[src/rtl/arcade_input_pkg.sv]
// Package: arcade_input_pkg
// Shared constants for the arcade input front end. It holds:
//  - the control-byte bit indices (CTRL_*);
//  - the hps_io joystick bit indices (JOY_*);
//  - the 9-bit {extended, scancode} key constants;
//  - the DIP download index;
//  - helpers that decode key events and reorder bytes.
// Internally, player inputs are carried in joystick bit order.
// They are converted to the core's control-byte order only at the output register.
package arcade_input_pkg;

   // Control byte presented to the core (active-low on the port)
   localparam int CTRL_COIN  = 7;
   localparam int CTRL_TRIG2 = 6;
   localparam int CTRL_START = 5;
   localparam int CTRL_UP    = 4;
   localparam int CTRL_DOWN  = 3;
   localparam int CTRL_TRIG1 = 2;
   localparam int CTRL_RIGHT = 1;
   localparam int CTRL_LEFT  = 0;

   // hps_io joystick word, low byte
   localparam int JOY_RIGHT = 0;
   localparam int JOY_LEFT  = 1;
   localparam int JOY_DOWN  = 2;
   localparam int JOY_UP    = 3;
   localparam int JOY_TRIG1 = 4;
   localparam int JOY_TRIG2 = 5;
   localparam int JOY_START = 6;
   localparam int JOY_COIN  = 7;

   // Per keyboard player: 8 keys in joystick order plus the function key (F1/F2)
   localparam int KEY_FN          = 8;
   localparam int KEYS_PER_PLAYER = 9;
   localparam int NUM_KEYS        = 2 * KEYS_PER_PLAYER;

   localparam logic [7:0] DSW_INDEX = 8'd254;

   // {extended, scancode}
   localparam logic [8:0] SC_P0_UP    = 9'h175;
   localparam logic [8:0] SC_P0_DOWN  = 9'h172;
   localparam logic [8:0] SC_P0_LEFT  = 9'h16B;
   localparam logic [8:0] SC_P0_RIGHT = 9'h174;
   localparam logic [8:0] SC_P0_TRIG1 = 9'h029;
   localparam logic [8:0] SC_P0_TRIG2 = 9'h014;
   localparam logic [8:0] SC_P0_START = 9'h016;
   localparam logic [8:0] SC_P0_COIN  = 9'h02E;
   localparam logic [8:0] SC_F1       = 9'h005;
   localparam logic [8:0] SC_P1_UP    = 9'h02D;
   localparam logic [8:0] SC_P1_DOWN  = 9'h02B;
   localparam logic [8:0] SC_P1_LEFT  = 9'h023;
   localparam logic [8:0] SC_P1_RIGHT = 9'h034;
   localparam logic [8:0] SC_P1_TRIG1 = 9'h01C;
   localparam logic [8:0] SC_P1_TRIG2 = 9'h01B;
   localparam logic [8:0] SC_P1_START = 9'h01E;
   localparam logic [8:0] SC_P1_COIN  = 9'h036;
   localparam logic [8:0] SC_F2       = 9'h006;

   // One-hot key-state mask for a code.
   // Player 1 keys sit at offset KEYS_PER_PLAYER.
   // Unknown codes return zero.
   function automatic logic [NUM_KEYS-1:0] key_decode(input logic [8:0] code);
      logic [NUM_KEYS-1:0] m;
      m = '0;
      case (code)
         SC_P0_RIGHT: m[JOY_RIGHT] = 1'b1;
         SC_P0_LEFT:  m[JOY_LEFT]  = 1'b1;
         SC_P0_DOWN:  m[JOY_DOWN]  = 1'b1;
         SC_P0_UP:    m[JOY_UP]    = 1'b1;
         SC_P0_TRIG1: m[JOY_TRIG1] = 1'b1;
         SC_P0_TRIG2: m[JOY_TRIG2] = 1'b1;
         SC_P0_START: m[JOY_START] = 1'b1;
         SC_P0_COIN:  m[JOY_COIN]  = 1'b1;
         SC_F1:       m[KEY_FN]    = 1'b1;
         SC_P1_RIGHT: m[KEYS_PER_PLAYER + JOY_RIGHT] = 1'b1;
         SC_P1_LEFT:  m[KEYS_PER_PLAYER + JOY_LEFT]  = 1'b1;
         SC_P1_DOWN:  m[KEYS_PER_PLAYER + JOY_DOWN]  = 1'b1;
         SC_P1_UP:    m[KEYS_PER_PLAYER + JOY_UP]    = 1'b1;
         SC_P1_TRIG1: m[KEYS_PER_PLAYER + JOY_TRIG1] = 1'b1;
         SC_P1_TRIG2: m[KEYS_PER_PLAYER + JOY_TRIG2] = 1'b1;
         SC_P1_START: m[KEYS_PER_PLAYER + JOY_START] = 1'b1;
         SC_P1_COIN:  m[KEYS_PER_PLAYER + JOY_COIN]  = 1'b1;
         SC_F2:       m[KEYS_PER_PLAYER + KEY_FN]    = 1'b1;
         default: ;
      endcase
      return m;
   endfunction

   // One player's key states converted to a joystick-order byte.
   // The function key acts as both start and coin.
   function automatic logic [7:0] key_word(input logic [KEYS_PER_PLAYER-1:0] k);
      logic [7:0] w;
      w            = k[7:0];
      w[JOY_START] = k[JOY_START] | k[KEY_FN];
      w[JOY_COIN]  = k[JOY_COIN]  | k[KEY_FN];
      return w;
   endfunction

   // Reorders a joystick-order byte into control-byte order (active-high).
   function automatic logic [7:0] to_ctrl(input logic [7:0] j);
      logic [7:0] c;
      c[CTRL_COIN]  = j[JOY_COIN];
      c[CTRL_TRIG2] = j[JOY_TRIG2];
      c[CTRL_START] = j[JOY_START];
      c[CTRL_UP]    = j[JOY_UP];
      c[CTRL_DOWN]  = j[JOY_DOWN];
      c[CTRL_TRIG1] = j[JOY_TRIG1];
      c[CTRL_RIGHT] = j[JOY_RIGHT];
      c[CTRL_LEFT]  = j[JOY_LEFT];
      return c;
   endfunction

endpackage

[src/rtl/arcade_coin_stretch.sv]
// Module: arcade_coin_stretch
// Stretches a coin press so that the game sees it for at least COIN_FRAMES frames.
// A rising edge on coin_raw loads the counter; this also applies while the counter is running.
// The counter decrements on each frame_tick.
// coin_out is registered and stays high while the counter is non-zero or the raw coin is held.
// Ports:
//  clk_sys    in  system clock
//  RESET      in  synchronous active-high reset; aborts a stretch in progress
//  coin_raw   in  merged raw coin request
//  frame_tick in  one-clock vblank rising-edge pulse
//  coin_out   out stretched coin, active-high
module arcade_coin_stretch
   import arcade_input_pkg::*;
#(
   parameter int COIN_FRAMES = 3
) (
   input  logic clk_sys,
   input  logic RESET,
   input  logic coin_raw,
   input  logic frame_tick,
   output logic coin_out
);

   logic       coin_p0;
   logic [3:0] cnt_p0;
   logic [3:0] cnt_next;
   logic       rise;

   always_comb begin
      rise     = coin_raw & ~coin_p0;
      cnt_next = cnt_p0;
      if (rise)
         cnt_next = 4'(COIN_FRAMES);
      else if (frame_tick && (cnt_p0 != 4'd0))
         cnt_next = cnt_p0 - 4'd1;
   end

   // Stage p0: edge register, frame counter and registered output
   always_ff @(posedge clk_sys) begin
      if (RESET) begin
         coin_p0  <= 1'b0;
         cnt_p0   <= 4'd0;
         coin_out <= 1'b0;
      end else begin
         coin_p0  <= coin_raw;
         cnt_p0   <= cnt_next;
         coin_out <= (cnt_next != 4'd0) | coin_raw;
      end
   end

endmodule

[src/rtl/arcade_input_mapper.sv]
// Module: arcade_input_mapper
// Player-input front end between hps_io and an arcade core.
// Processing order, per player:
//  1. PS/2 key events are decoded into key states.
//  2. Key states are ORed with the joystick word.
//  3. In upright cabinets, movement and triggers of the other players are shared into player 0.
//  4. Opposing directions are neutralised (SOCD).
//  5. Coin presses are stretched.
//  6. The result is registered as an active-low control byte.
// DIP bytes are loaded from hps_io download index 254.
// RESET does not affect the DIP bytes.
// Optional feature: define ARCADE_INPUT_AUTOFIRE_EN to enable per-player trig1 autofire.
// Ports:
//  clk_sys      in  system clock
//  RESET        in  synchronous active-high reset
//  ps2_key      in  [10] toggle, [9] pressed, [8] extended, [7:0] scancode
//  joystick     in  16 bits per player, low byte R,L,D,U,trig1,trig2,start,coin
//  vblank       in  frame timing; rising edge is one frame tick
//  cabinet      in  0 = upright (controls shared into player 0)
//  autofire_on  in  per-player autofire enable
//  ioctl_*      in  hps_io download port
//  ctrl_n       out active-low control byte per player
//  dsw          out DIP bytes
module arcade_input_mapper
   import arcade_input_pkg::*;
#(
   parameter int         NUM_PLAYERS     = 2,
   parameter int         DSW_BYTES       = 1,
   parameter logic [7:0] DSW_DEFAULT     = 8'hFF,
   parameter int         COIN_FRAMES     = 3,
   parameter int         AUTOFIRE_FRAMES = 4
) (
   input  logic                     clk_sys,
   input  logic                     RESET,
   input  logic [10:0]              ps2_key,
   input  logic [16*NUM_PLAYERS-1:0] joystick,
   input  logic                     vblank,
   input  logic                     cabinet,
   input  logic [NUM_PLAYERS-1:0]   autofire_on,
   input  logic                     ioctl_wr,
   input  logic [7:0]               ioctl_index,
   input  logic [24:0]              ioctl_addr,
   input  logic [7:0]               ioctl_dout,
   output logic [8*NUM_PLAYERS-1:0] ctrl_n,
   output logic [8*DSW_BYTES-1:0]   dsw
);

   logic                key_tog_p0;
   logic [NUM_KEYS-1:0] keys_p0;
   logic [NUM_KEYS-1:0] key_mask;
   logic                vblank_p0;
   logic                frame_tick;

   logic [7:0] kw0;
   logic [7:0] kw1;
   logic [7:0] raw    [NUM_PLAYERS];
   logic [7:0] merged [NUM_PLAYERS];
   logic [5:0] share;

   logic [8*DSW_BYTES-1:0] dsw_q = {DSW_BYTES{DSW_DEFAULT}};

   assign key_mask   = key_decode(ps2_key[8:0]);
   assign frame_tick = vblank & ~vblank_p0;

   // Stage p0: key-event detection, key states and vblank sample.
   // On reset the toggle copy is loaded with the live toggle, so an event
   // arriving together with reset is swallowed rather than replayed.
   always_ff @(posedge clk_sys) begin
      if (RESET) begin
         key_tog_p0 <= ps2_key[10];
         keys_p0    <= '0;
         vblank_p0  <= 1'b0;
      end else begin
         key_tog_p0 <= ps2_key[10];
         vblank_p0  <= vblank;
         if (ps2_key[10] != key_tog_p0)
            keys_p0 <= (keys_p0 & ~key_mask) | (key_mask & {NUM_KEYS{ps2_key[9]}});
      end
   end

   assign kw0 = key_word(keys_p0[KEYS_PER_PLAYER-1:0]);
   assign kw1 = key_word(keys_p0[NUM_KEYS-1:KEYS_PER_PLAYER]);

   // Merge, cabinet sharing (directions and triggers only) and SOCD
   always_comb begin
      share = '0;
      for (int p = 0; p < NUM_PLAYERS; p++) begin
         raw[p] = joystick[16*p +: 8];
         if (p == 0)
            raw[p] = raw[p] | kw0;
         else if (p == 1)
            raw[p] = raw[p] | kw1;
      end
      for (int p = 1; p < NUM_PLAYERS; p++)
         share = share | raw[p][5:0];
      for (int p = 0; p < NUM_PLAYERS; p++) begin
         merged[p] = raw[p];
         if ((p == 0) && !cabinet)
            merged[p][5:0] = merged[p][5:0] | share;
         if (merged[p][JOY_LEFT] && merged[p][JOY_RIGHT]) begin
            merged[p][JOY_LEFT]  = 1'b0;
            merged[p][JOY_RIGHT] = 1'b0;
         end
         if (merged[p][JOY_UP] && merged[p][JOY_DOWN]) begin
            merged[p][JOY_UP]   = 1'b0;
            merged[p][JOY_DOWN] = 1'b0;
         end
      end
   end

   logic [NUM_PLAYERS-1:0] unused_joy_hi;

   for (genvar g = 0; g < NUM_PLAYERS; g++) begin : g_player
      logic       coin_s;
      logic       trig1_s;
      logic [7:0] ctrl_p1;

      assign unused_joy_hi[g] = ^joystick[16*g+8 +: 8];

      arcade_coin_stretch #(
         .COIN_FRAMES(COIN_FRAMES)
      ) u_coin (
         .clk_sys    (clk_sys),
         .RESET      (RESET),
         .coin_raw   (merged[g][JOY_COIN]),
         .frame_tick (frame_tick),
         .coin_out   (coin_s)
      );

`ifdef ARCADE_INPUT_AUTOFIRE_EN
      logic [3:0] af_cnt_p0;
      logic       af_phase_p0;
      logic       af_act;

      assign af_act = autofire_on[g] & merged[g][JOY_TRIG1];

      // Stage p0: autofire phase.
      // Phase idles high, so the press clock fires immediately.
      always_ff @(posedge clk_sys) begin
         if (RESET || !af_act) begin
            af_cnt_p0   <= 4'd0;
            af_phase_p0 <= 1'b1;
         end else if (frame_tick) begin
            if (af_cnt_p0 == 4'(AUTOFIRE_FRAMES - 1)) begin
               af_cnt_p0   <= 4'd0;
               af_phase_p0 <= ~af_phase_p0;
            end else begin
               af_cnt_p0 <= af_cnt_p0 + 4'd1;
            end
         end
      end

      assign trig1_s = merged[g][JOY_TRIG1] & (~autofire_on[g] | af_phase_p0);
`else
      assign trig1_s = merged[g][JOY_TRIG1];
`endif

      // Stage p1: registered active-low control byte
      always_ff @(posedge clk_sys) begin
         if (RESET)
            ctrl_p1 <= 8'hFF;
         else
            ctrl_p1 <= ~to_ctrl({coin_s, merged[g][6:5], trig1_s, merged[g][3:0]});
      end

      assign ctrl_n[8*g +: 8] = ctrl_p1;
   end

`ifndef ARCADE_INPUT_AUTOFIRE_EN
   logic unused_autofire;
   assign unused_autofire = ^autofire_on;
`endif

   // DIP bytes: written only from index 254, and only at in-range addresses
   always_ff @(posedge clk_sys) begin
      for (int n = 0; n < DSW_BYTES; n++) begin
         if (ioctl_wr && (ioctl_index == DSW_INDEX) && (ioctl_addr == 25'(n)))
            dsw_q[8*n +: 8] <= ioctl_dout;
      end
   end

   assign dsw = dsw_q;

endmodule
[config.mk]
export PLATFORM = sky130hd
export DESIGN_NAME = arcade_input_mapper
export DESIGN_NICKNAME = d
export VERILOG_FILES = /design/src/rtl/arcade_input_pkg.sv /design/src/rtl/arcade_coin_stretch.sv /design/src/rtl/arcade_input_mapper.sv
export SDC_FILE = /design/constraint.sdc
export NUM_CORES = 1
export LEC_CHECK = 0
export BUFFER_PORTS_ARGS = -buffer_cell sky130_fd_sc_hd__clkbuf_2
export CORE_ASPECT_RATIO = 1.25
export CORE_MARGIN = 10
export CORE_UTILIZATION = 25
export CTS_BUF_LIST = sky130_fd_sc_hd__clkbuf_4 sky130_fd_sc_hd__clkbuf_8
export DETAILED_ROUTE_END_ITERATION = 12
export GPL_ROUTABILITY_DRIVEN = 0
export MAX_ROUTING_LAYER = met4
export PLACE_DENSITY = 0.57
export SETUP_SLACK_MARGIN = 0.3
export SKIP_CTS_REPAIR_TIMING = 1
export SLEW_MARGIN = 15
export SYNTH_ARGS = -nofsm -noshare
export SYNTH_HDL_FRONTEND = slang
export SYNTH_SLANG_ARGS = --single-unit
[constraint.sdc]
create_clock -name clk_sys -period 5.15 [get_ports clk_sys]
set_input_delay 1.03 -clock clk_sys [delete_from_list [all_inputs] [get_ports clk_sys]]
set_output_delay 1.03 -clock clk_sys [all_outputs]
set_load 0.05 [all_outputs]
==> results of run 1 <==
## cell usage in the layout (no fill, tap or decap), types with 4 or more instances in the layout
master    count
clkbuf_2     96
dfxtp_1      48
nor2_1       29
nor3_1       13
nor4_1       12
o21ai_0      11
nand4_1      10
a21oi_1      10
mux2i_1      10
nand2b_1      9
nand3b_1      9
edfxtp_1      8
inv_1         7
or2_2         7
nor2b_1       6
nand3_1       5
nand2_1       5
clkbuf_8      5
nand4b_1      4
## power groups by stage
stage / Sequential, mW / Combinational [mW] / Clock, mW
CTS: 0.465 / 0.146 / 0.246
detailed placement: 0.476 / 0.146 / 0
finish: 0.465 / 0.144 / 0.235
global placement: 0.475 / 0.143 / 0
global route: 0.468 / 0.162 / 0.264
floorplan: 0.498 / 0.0707 / 0
## worst max-delay path: cells and delay by family
| family | cells | cell delay (ns) |
|---|---|---|
| AND/OR/NAND/NOR | 3 | 1.16 |
| buffers and inverters | 1 | 0.07 |
## worst min path at each step
stage / from / to
after floorplan: g_player[0].u_coin.coin_out / g_player[0].ctrl_p1[7]
after global routing: g_player[1].u_coin.coin_out / g_player[1].ctrl_p1[7]
after CTS: g_player[1].u_coin.coin_out / g_player[1].ctrl_p1[7]
after detailed placement: g_player[0].u_coin.coin_out / g_player[0].ctrl_p1[7]
final: g_player[0].u_coin.coin_out / g_player[0].ctrl_p1[7]
after global placement: g_player[0].u_coin.coin_out / g_player[0].ctrl_p1[7]
## metrics by stage
step,utilization,area [sq um],hold slack (ns),worst slack [ns]
4_1_cts,0.3266,3138,0.3877,2.843
5_1_grt,0.3266,3138,0.4116,2.797
6_report,0.3266,3138,0.3847,2.846
2_1_floorplan,-,2447,0.3559,2.712
3_5_place_dp,0.3174,3050,0.3614,2.508
3_3_place_gp,0.3174,3050,0.3637,2.512
## kinds of logic after synthesis
family / share of synthesized area
xor gates and xnor gates: 0.02454
buffers and inverters: 0.02505
adders and majority gates: 0.01022
and+or+nand+nor: 0.3216
AOI/OAI and AO/OA: 0.07771
DFF: 0.4908
muxes: 0.05010
## Yosys cell counts, drive strengths merged, types with 2 or more instances
cell,n,share of area
clkbuf,8,0.012
a31oi,2,0.0051
o21ai,14,0.029
nand3b,9,0.028
dfxtp,48,0.39
nor2b,6,0.015
mux2i,10,0.041
o31ai,2,0.0061
inv,7,0.011
ha,2,0.010
a21oi,10,0.020
or4b,2,0.0097
or3,2,0.0051
nor2,29,0.044
xor2,2,0.0072
or4,2,0.0061
nand3,5,0.010
nand2,5,0.0077
or3b,2,0.0072
nor3b,3,0.011
nor4b,4,0.022
xnor2,4,0.017
mux2,2,0.0092
nand4b,4,0.014
nor3,13,0.027
nor4,12,0.031
nand2b,9,0.023
edfxtp,8,0.098
or2,7,0.018
a41oi,2,0.0072
nand4,10,0.026
## layer usage
metal | vias up | wire, microns
li1 | 1117 | -
met1 | 961 | 2871
met2 | 52 | 3110
met3 | 6 | 356
met4 | 0 | 98
met5 | - | 0
## layout make-up
class                      instances  area [sq um]
sequential                        56          1201
clock buffer                       6         76.32
fill                            1050          6471
clock inverter                     2         11.26
multi-input combinational        182          1185
timing repair buffer              96         480.5
tap                              126         157.7
inverter                           7         26.28
==> flow_summary.rst, run 1 <==
.. list-table::
   :header-rows: 1

   * - Metric
     - Value
   * - Relative contribution of sequential cells to total power
     - 0.551
   * - Net count reported at finish
     - around 440
   * - Clock group share of total power
     - 0.279
   * - Number of cells on the worst hold path
     - 1
   * - Sort of element at the start of the critical path
     - input pin
   * - Library cells used by synthesis
     - 45
   * - Relative contribution of combinational cells to total power
     - 0.171
   * - Crit path arrival time
     - 2.27 ns
   * - Via-per-instance ratio
     - 4.497
   * - Floorplan die area
     - 14170 sq um
   * - Transition time at the pin with the least slew margin
     - about 0.85 ns
   * - Syn-to-layout area delta
     - 28.22%
   * - Global-route usage over all layers
     - 0.09511
   * - Reg2reg path depth
     - 6
   * - Wire length of the first global-routing pass
     - between 10 and 15 mm
   * - Routing usage on met2
     - 0.1561
   * - Sum of routed wire length over all layers
     - 6.437 mm
   * - Outcome
     - finished, final reports clean
   * - WP data required
     - 5.12 ns
   * - Top Ports
     - 115
   * - Total overflow reported by the global router
     - 0
   * - Largest net degree at the start of global routing
     - 49
   * - Number of H-tree branching levels
     - 2
   * - Bufs on Longest Clock Path
     - 2
   * - Final Instance Count excl. Fillers
     - ~480
   * - Maximum Capacitance Violations
     - 0
   * - Global routing's busiest layer
     - met2
   * - Ys flop type
     - dfxtp_1
   * - Leakage power figure
     - 1.244 nW
   * - Vertical die dimension
     - 130.6 microns
   * - Vias
     - 2136
   * - Clock latency on the worst-skew pair
     - 0.30 ns
   * - Area of the core
     - slightly below 10000 sq um
   * - Switching part of the total power
     - 0.2696
   * - Number of flops mapped to enable cells by yosys
     - 8
   * - Standard-cell rows
     - 40
   * - Die Wd
     - 108.5 microns
   * - Max incr delay on CP
     - 0.50 ns
   * - PortBufs
     - 96
   * - Initial DRC count
     - 84
   * - Critical path start-end classification
     - in -> reg
   * - Clock tree from TritonCTS
     - built
   * - Slowest stage cell on the critical path
     - or4b_1
   * - Cell Chain, Critical Path
     - clkbuf_2, or4b_1, nor4_1, and4b_1
   * - Number of sinks on the clock net
     - 56
   * - Aggregate negative setup slack
     - 0 ns
   * - Remaining design rule violation count
     - 0
   * - Switch Pwr
     - 0.2278 mW
   * - Worst Setup End Kind
     - flip-flop
   * - RSZ-0062 raised after global routing
     - false
   * - Worst R2R Start
     - g_player[0].u_coin.cnt_p0[0]
   * - Met1 Resource Use GR
     - 0.1103
   * - Slew Limit Fails
     - 0
   * - Syn Area/Cell
     - between 9 and 10 sq um
   * - Number of antenna violations at the first check in global routing
     - 0
   * - Cell area after technology mapping
     - 2447 sq um
   * - Power density over the cells
     - 269.3 nW/um^2
   * - Hold Violations, Final
     - 0
   * - Maximum vdd ir drop
     - 138.4 uV
   * - Average wire per standard cell
     - 13.55 microns
   * - Worst r2r dst
     - g_player[0].u_coin.coin_out
   * - Largest fanout of any net on the critical path
     - 8
   * - Layout Skew
     - 0.005672 ns
   * - Final Critical Period
     - roughly 2.3 ns
   * - Start point of the critical path
     - ioctl_addr[1]
   * - Number of standard cells after synthesis
     - 254
   * - Net count after synthesis
     - 347
   * - Total power draw
     - 0.8450 mW
   * - Effective utilization at floorplan
     - 0.2547
   * - Class of the most critical hold timing path
     - reg -> reg
   * - Tightest slew margin relative to the limit
     - 0.4303
   * - Total of endpoints with negative setup slack in the final report
     - 0
   * - Share of the clock period used by the worst path
     - 0.4475
   * - Yosys Warn Count
     - 0
   * - Estimated wirelength of the detail-placed design
     - 5.338 mm
   * - Clock transition at the registers of the reported paths
     - roughly 0.10 ns
   * - Fmax achieved
     - 433.9 MHz
   * - GRT met3 Usage
     - 0.02205
   * - Number of global-route vias before repair
     - 2209
   * - Worst setup endpoint
     - dsw[3]
   * - Async SR Flop Fraction
     - 0
   * - Cell count after placement
     - roughly 470
   * - Share of layout cells above drive strength 1
     - 0.3410
   * - Flop and latch count out of synthesis
     - 56
   * - Antenna cell count
     - 0
   * - Reg2reg setup slack
     - 3.45 ns
   * - Clock buffers created by TritonCTS
     - 5
   * - Internal Power
     - between 0.6 and 0.7 mW
   * - First-pass iteration count of the detailed router
     - 4
   * - Buffer cell driving the clock tree root
     - clkbuf_8
   * - Register area share after synthesis
     - 0.4908
   * - Antenna viol nets, final
     - 0
No activity file was read; power rests on OpenSTA's default activity.
==> run 2, diff against run 1 <==
Settings changed: ABC_AREA set to 1.
Clock period 5.15 ns to 2.3 ns, I/O delays scaled along.
==> run 2 against run 1 <==
Combinational power increased by 140%. First-iteration DRC count grew 18%. Largest cell class unchanged. Via count rose by 15%. Worst hold slack worse by 0.11 ns. Highest routed layer unchanged. Critical endpoint is now g_player[1].u_coin.coin_out.
==> flow_summary.rst, run 2 <==
.. list-table::
   :header-rows: 1

   * - Metric
     - Value
   * - Combined buffer and inverter count along the critical path
     - 1 (unchanged)
   * - Slew Limit Fails
     - 0 (unchanged)
   * - Number of flops mapped to enable cells by yosys
     - 8 (unchanged)
   * - WP data required
     - 2.50 ns (-2.62 ns)
   * - Start point of the critical path
     - g_player[1].u_coin.cnt_p0[1]
   * - Clock buffers created by TritonCTS
     - 5 (unchanged)
   * - Antenna cell count
     - 0 (unchanged)
   * - First-pass iteration count of the detailed router
     - 4 (unchanged)
   * - Reg2reg setup slack
     - 0.87 ns (-2.58 ns)
   * - Most frequent CP cell
     - nand3_1
   * - Worst slack, placed
     - 0.7407 ns (-1.767 ns)
   * - Clock latency on the worst-skew pair
     - 0.31 ns (about the same)
   * - Cell Chain, Critical Path
     - inv_1, ha_1, nand3_1, nand2_1, nand2_1, nand3_1, o21ai_0, nand3_1
   * - Most used cells in the layout excluding fill and tap cells
     - clkbuf_2 (96), inv_1 (49), dfxtp_1 (48)
   * - Maximum vdd ir drop
     - 322.3 uV (+130%)
   * - RSZ-0062 raised after global routing
     - false
   * - Number of sinks on the clock net
     - 56 (unchanged)
   * - Dominant combinational cell family by area after synthesis
     - simple AND/OR/NAND/NOR gates
   * - Buffer cell driving the clock tree root
     - clkbuf_8
   * - Syn Area/Cell
     - 7.679 sq um (-20%)
   * - Leakage power figure
     - 1.543 nW (+24%)
   * - Register area share after synthesis
     - 0.4783 (-0.01247)
   * - Share of layout cells above drive strength 1
     - 0.2977 (-0.04330)
   * - Hold Violations, Final
     - 0 (unchanged)
   * - Max incr delay on CP
     - 0.37 ns (-0.13 ns)
   * - Xor and xnor fraction of the mapped netlist area
     - 0 (-0.02454)
   * - Number of H-tree branching levels
     - 2 (unchanged)
   * - Worst Setup End Kind
     - flip-flop
   * - Tightest slew margin relative to the limit
     - 0.7326 (+0.3023)
   * - Cell count after placement
     - 548 (+17%)
   * - Area share of the leading cell type in the synthesized netlist
     - 0.3827 (-0.009977)
   * - Async SR Flop Fraction
     - 0 (unchanged)
   * - Flop and latch count out of synthesis
     - 56 (unchanged)
   * - Dominant cell by count in the synthesized netlist
     - inv_1
   * - Library cells used by synthesis
     - 25 (-44%)
   * - Maximum Capacitance Violations
     - 0 (unchanged)
   * - Die Wd
     - 109.6 microns (+1.1%)
   * - Total overflow reported by the global router
     - 0 (unchanged)
   * - Crit path arrival time
     - 1.63 ns (-0.64 ns)
   * - Effective utilization at floorplan
     - 0.2586 (+0.003947)
   * - Antenna viol nets, final
     - 0 (unchanged)
   * - Net count after synthesis
     - 420 (+21%)
   * - Sort of element at the start of the critical path
     - flip-flop
   * - Estimated wirelength of the detail-placed design
     - 5.937 mm (+11%)
   * - Power density over the cells
     - 633.3 nW/um^2 (+140%)
   * - Layout Skew
     - 0.007524 ns (+0.001852 ns)
   * - PortBufs
     - 96 (unchanged)
   * - Ys flop type
     - dfxtp_1
   * - Min Hold Slack
     - 0.2741 ns (-0.1106 ns)
   * - Slowest stage cell on the critical path
     - dfxtp_1
   * - Fraction of the mapped netlist area in simple logic gates
     - 0.3293 (+0.007773)
   * - Class of the most critical hold timing path
     - in -> reg
   * - Cell family with most CP delay
     - simple AND/OR/NAND/NOR gates
   * - Vertical die dimension
     - 132.1 microns (+1.1%)
   * - Final Instance Count excl. Fillers
     - 556 (+17%)
   * - Via-per-instance ratio
     - 4.423 (-1.6%)
   * - Sum of routed wire length over all layers
     - 6.948 mm (+7.9%)
   * - Wire length of the first global-routing pass
     - 11.03 mm (+3.9%)
   * - Final Critical Period
     - about 1.4 ns
   * - Global-route usage over all layers
     - 0.09590 (+0.0007872)
   * - Adder-cell area share of the yosys netlist
     - 0.009965 (-0.0002598)
   * - Largest net degree at the start of global routing
     - 25 (-49%)
   * - Total of endpoints with negative setup slack in the final report
     - 0 (unchanged)
   * - Floorplan die area
     - 14480 sq um (+2.2%)
   * - Standard-cell rows
     - 40 (unchanged)
   * - Bufs on Longest Clock Path
     - 2 (unchanged)
   * - Worst hold path startpoint
     - ps2_key[10]
   * - Share of the clock period used by the worst path
     - 0.6228
   * - Syn-to-layout area delta
     - 30.89%
   * - Net count reported at finish
     - 522 (+18%)
   * - Proportion of synthesized area in mux cells
     - 0 (-0.05010)
   * - Number of global-route vias before repair
     - 2426 (+9.8%)
   * - Area of the core
     - 9709 sq um (+1.0%)
   * - Final setup slack of the worst path
     - 0.8676 ns (-1.978 ns)
   * - Critical path start-end classification
     - reg -> reg
   * - Clock transition at the registers of the reported paths
     - 0.10 ns (about the same)
   * - Initial DRC count
     - 99 (+18%)
   * - Total power draw
     - 2.081 mW (+150%)
   * - Leading area contributor after synthesis
     - dfxtp_1
   * - Average wire per standard cell
     - 12.50 microns (-7.8%)
   * - Share of the synthesized area in compound gates (AO/OA/AOI/OAI)
     - 0.09567 (+0.01796)
   * - Yosys Warn Count
     - 0 (unchanged)
   * - Synth top area cells
     - dfxtp_1 (38%), edfxtp_1 (9.6%), nand3_1 (7.8%)
   * - Number of antenna violations at the first check in global routing
     - 0 (unchanged)
   * - Number of fillers in the final layout
     - 1078 (+2.7%)
   * - Cell area after technology mapping
     - 2511 sq um (+2.6%)
   * - Outcome
     - finished, final reports clean
   * - Top Ports
     - 115 (unchanged)
   * - Largest fanout of any net on the critical path
     - 5 (-3)
   * - Number of standard cells after synthesis
     - 327 (+29%)
   * - Aggregate negative setup slack
     - 0 ns (unchanged)
   * - Transition time at the pin with the least slew margin
     - 0.3980 ns (-0.4566 ns)
   * - Vias
     - 2459 (+15%)
   * - Worst R2R Start
     - g_player[1].u_coin.cnt_p0[1]
   * - Most common cell after layout, fill and taps aside
     - clkbuf_2
   * - Fmax achieved
     - between 600 and 700 MHz
   * - Clock tree from TritonCTS
     - built
   * - Remaining design rule violation count
     - 0 (unchanged)
   * - Cell types with the highest counts after synthesis
     - inv_1 (49), dfxtp_1 (48), nand2_1 (45)
[run 2: changes by cell type in the layout (fill, tap and decap cells not counted), sizes merged, moves of 9 or more]
cell and delta:
a21oi +11, nand3 +34, mux2i -10, inv +46
nor2 +23, nand2b -9, nand2 +44
[run 2: path summary, 6_finish.rpt]
kind                                                     to  cells after the start
worst min register to register       g_player[1].ctrl_p1[7]                      1
worst min-delay path                             key_tog_p0                      1
worst max-delay path            g_player[1].u_coin.coin_out                      8
worst max register to register  g_player[1].u_coin.coin_out                      8
[run 2: cell families after synthesis]
| logic type | after synthesis |
|---|---|
| buffers and inverters | 58 |
| flip-flops | 56 |
| adder cells (fa/ha/maj) | 2 |
| AND/OR/NAND/NOR | 166 |
| AO/OA/AOI/OAI | 45 |
[run 2: report_power, final]
group	switching, mW	internal, mW	leakage, nW
clock network	0.314	0.385	0.0645
registers	0.0143	1.03	0.466
logic	0.223	0.118	1.01
[run 2: cell type report]
| class | instances | area, sq um | area share |
|---|---|---|---|
| Sequential cell | 56 | 1201 | 0.3654 |
| Clock buffer | 7 | 96.34 | 0.02931 |
| Tap cell | 126 | 157.7 | 0.04796 |
| Clock inverter | 1 | 30.03 | 0.009136 |
| Inverter | 53 | 198.9 | 0.06053 |
| Timing Repair Buffer | 100 | 510.5 | 0.1553 |
| Multi-Input combinational cell | 213 | 1092 | 0.3323 |
[run 2: worst register-to-register path: stages, from the launching register on]
cell     delay, ns
dfxtp_1       0.37
inv_1         0.05
ha_1          0.21
nand3_1       0.17
nand2_1       0.10
nand2_1       0.09
nand3_1       0.06
o21ai_0       0.17
nand3_1       0.09
[run 2: through the flow]
stage / cell area [sq um] / util
2_1_floorplan: 2511 / -
3_3_place_gp: 3161 / 0.3255
3_5_place_dp: 3161 / 0.3255
4_1_cts: 3287 / 0.3385
5_1_grt: 3287 / 0.3385
6_report: 3287 / 0.3385
[run 2: metal layers]
layer  track usage  up-vias  wire length [microns]
met3       0.02593        8                    717
met5             -        -                      0
met1        0.1018     1088                   2716
met4       0.04058        0                    153
met2        0.1617       83                   3361
li1              -     1280                      -
==> run 3, diff against run 2 <==
Settings changed: PLACE_DENSITY 0.57 to 0.59.
Clock period 2.3 ns to 1.17 ns, I/O delays scaled along.
==> run 3 against run 2 <==
The flow now finishes with violations (setup timing). Die area unchanged. Routed wire length increased by 14%. Register-to-register slack got worse by 0.91 ns. Sequential share of layout area decreased by 7.4 points. Utilization increased by 9.5 points. Sequential cell count unchanged. Clock-buffer cell count decreased by 2. Sequential power increased by 100%. Largest cell class is now multi-input combinational cells.
==> flow_summary.rst, run 3 (synthesis results as in run 2) <==
.. list-table::
   :header-rows: 1

   * - Metric
     - Value
   * - Number of sinks on the clock net
     - 56 (unchanged)
   * - Largest fanout of any net on the critical path
     - 5 (unchanged)
   * - Layout Skew
     - 0.01146 ns (+0.003939 ns)
   * - Total of endpoints with negative setup slack in the final report
     - 7 (+7)
   * - Met1 Resource Use GR
     - 0.1080 (+0.006248)
   * - Effective utilization at floorplan
     - 0.2586 (unchanged)
   * - Class of the most critical hold timing path
     - in -> reg
   * - Via-per-instance ratio
     - 4.422 (about the same)
   * - Post-layout util
     - 0.4332 (+0.09472)
   * - Total overflow reported by the global router
     - 0 (unchanged)
   * - Clock buffers created by TritonCTS
     - 5 (unchanged)
   * - Worst R2R Start
     - key_tog_p0
   * - Final setup slack of the worst path
     - -0.04097 ns (-0.9086 ns)
   * - Critical path start-end classification
     - reg -> reg
   * - Estimated wirelength of the detail-placed design
     - 6.324 mm (+6.5%)
   * - Most common cell after layout, fill and taps aside
     - clkbuf_2
   * - Maximum Capacitance Violations
     - 0 (unchanged)
   * - Min Hold Slack
     - 0.04665 ns (-0.2274 ns)
   * - Global routing's busiest layer
     - met2
   * - Antenna cell count
     - 0 (unchanged)
   * - Bufs on Longest Clock Path
     - 2 (unchanged)
   * - Tightest slew margin relative to the limit
     - 0.7053 (-0.02731)
   * - Transition time at the pin with the least slew margin
     - 0.4387 ns (+0.04065 ns)
   * - Net count reported at finish
     - 556 (+6.5%)
   * - Worst Setup End Kind
     - flip-flop
   * - Leakage power figure
     - 1.824 nW (+18%)
   * - Average wire per standard cell
     - 13.40 microns (+7.2%)
   * - Fmax achieved
     - 825.8 MHz (+18%)
   * - Sum of routed wire length over all layers
     - 7.906 mm (+14%)
   * - Slew Limit Fails
     - 0 (unchanged)
   * - Crit path arrival time
     - 1.44 ns (-0.19 ns)
   * - Largest net degree at the start of global routing
     - 24 (-4.0%)
   * - Routing usage on met2
     - 0.1865 (+0.02480)
   * - PortBufs
     - 96 (unchanged)
   * - Number of global-route vias before repair
     - 2530 (+4.3%)
   * - Wire length of the first global-routing pass
     - 11.95 mm (+8.3%)
   * - Most used cells in the layout excluding fill and tap cells
     - clkbuf_2 (68), inv_1 (39), nand2_1 (37)
   * - Clock transition at the registers of the reported paths
     - 0.10 ns (about the same)
   * - Top Ports
     - 115 (unchanged)
   * - Failing checks
     - setup timing
   * - Initial DRC count
     - 83 (-16%)
   * - Reg2reg setup slack
     - -0.04 ns (-0.91 ns)
   * - Antenna viol nets, final
     - 0 (unchanged)
   * - First-pass iteration count of the detailed router
     - 4 (unchanged)
   * - Vertical die dimension
     - 132.1 microns (unchanged)
   * - Sort of element at the start of the critical path
     - flip-flop
   * - Power density over the cells
     - 1013 nW/um^2 (+60%)
   * - Number of cells on the worst hold path
     - 1 (unchanged)
   * - Outcome
     - finished, violations left
   * - Share of the clock period used by the worst path
     - 1.035 (+0.4122)
   * - Worst hold path startpoint
     - ps2_key[10]
   * - Final Critical Period
     - 1.211 ns (-0.2214 ns)
   * - Buffer cell driving the clock tree root
     - clkbuf_8
   * - Remaining design rule violation count
     - 0 (unchanged)
   * - Clock tree from TritonCTS
     - built
   * - Syn-to-layout area delta
     - 67.51%
   * - Area of the core
     - 9709 sq um (unchanged)
   * - RSZ-0062 raised after global routing
     - true
   * - Vias
     - 2609 (+6.1%)
   * - Hold Violations, Final
     - 0 (unchanged)
   * - Reg2reg path depth
     - 9 (+1)
   * - Number of H-tree branching levels
     - 2 (unchanged)
   * - GRT met3 Usage
     - 0.02446 (-0.001468)
   * - Maximum vdd ir drop
     - 447.3 uV (+39%)
   * - Floorplan die area
     - 14480 sq um (unchanged)
   * - Hold-critical path endpoint
     - key_tog_p0
   * - Global-route usage over all layers
     - 0.1045 (+0.008640)
   * - Clock latency on the worst-skew pair
     - 0.33 ns (+0.02 ns)
   * - WP data required
     - 1.40 ns (-1.10 ns)
   * - Share of layout cells above drive strength 1
     - 0.5453 (+0.2476)
   * - Number of antenna violations at the first check in global routing
     - 0 (unchanged)
   * - Die Wd
     - 109.6 microns (unchanged)
   * - Standard-cell rows
     - 40 (unchanged)
[run 3: cell count changes in the layout (fill, tap and decap cells not counted), sizes merged]
cell,previous run,this run
buf,4,66
clkbuf,103,73
inv,53,55
bufinv,1,0
clkinv,0,1
[run 3: worst max path at each step]
stage                                 startpoint                     endpoint  slack, ns
floorplan                          ioctl_addr[4]                       dsw[0]       0.03
global placement                   ioctl_addr[8]                       dsw[3]      -0.15
detailed placement                 ioctl_addr[8]                       dsw[3]      -0.18
CTS                                    flip-flop  g_player[1].u_coin.coin_out      -0.10
global route        g_player[0].u_coin.cnt_p0[0]  g_player[0].u_coin.coin_out      -0.15
finish                                key_tog_p0                    flip-flop      -0.04
[run 3: per-layer routing]
metal | up-vias | routed length (microns)
met5 | - | 0
met4 | 0 | 136
met3 | 11 | 333
met2 | 44 | 4382
met1 | 1196 | 3054
li1 | 1358 | -
[run 3: stage by stage]
| stage | cell area, sq um | std cells | setup WS, ns | power [mW] | TNS, ns |
|---|---|---|---|---|---|
| final | 4207 | 590 | -0.04097 | 4.259 | -0.1130 |
| after global routing | 4207 | 590 | -0.1488 | 4.482 | -1.368 |
| after CTS | 3657 | 581 | -0.1016 | 4.096 | -0.5514 |
| after detailed placement | 3565 | 573 | -0.1796 | 2.949 | -2.153 |
| after global placement | 3565 | 573 | -0.1506 | 2.930 | -1.549 |
| after floorplan | 2703 | 327 | 0.02680 | 2.584 | 0 |
[run 3: layout make-up]
type	instances	area [sq um]
Clock buffer	5	68.82
Clock inverter	3	23.77
Fill cell	982	5503
Inverter	53	211.5
Multi-Input combinational cell	213	1463
Sequential cell	56	1227
Tap cell	126	157.7
Timing Repair Buffer	134	1055
[run 3: where the power goes]
group	total, mW	leakage [nW]	switching [mW]	internal, mW
Combinational	1.04	1.31	0.569	0.476
Sequential	2.08	0.462	0.0443	2.03
Clock	1.14	0.0495	0.698	0.440
[run 3: worst max-delay path: stages, from the launching register on]
cell and delay, ns:
dfxtp_2 0.35, inv_2 0.03, nand2_2 0.06, nand2_4 0.08, nor2_4 0.16, inv_2 0.08, nor2_4 0.15, nand3_1 0.10
nand2_1 0.07, nor2_1 0.03
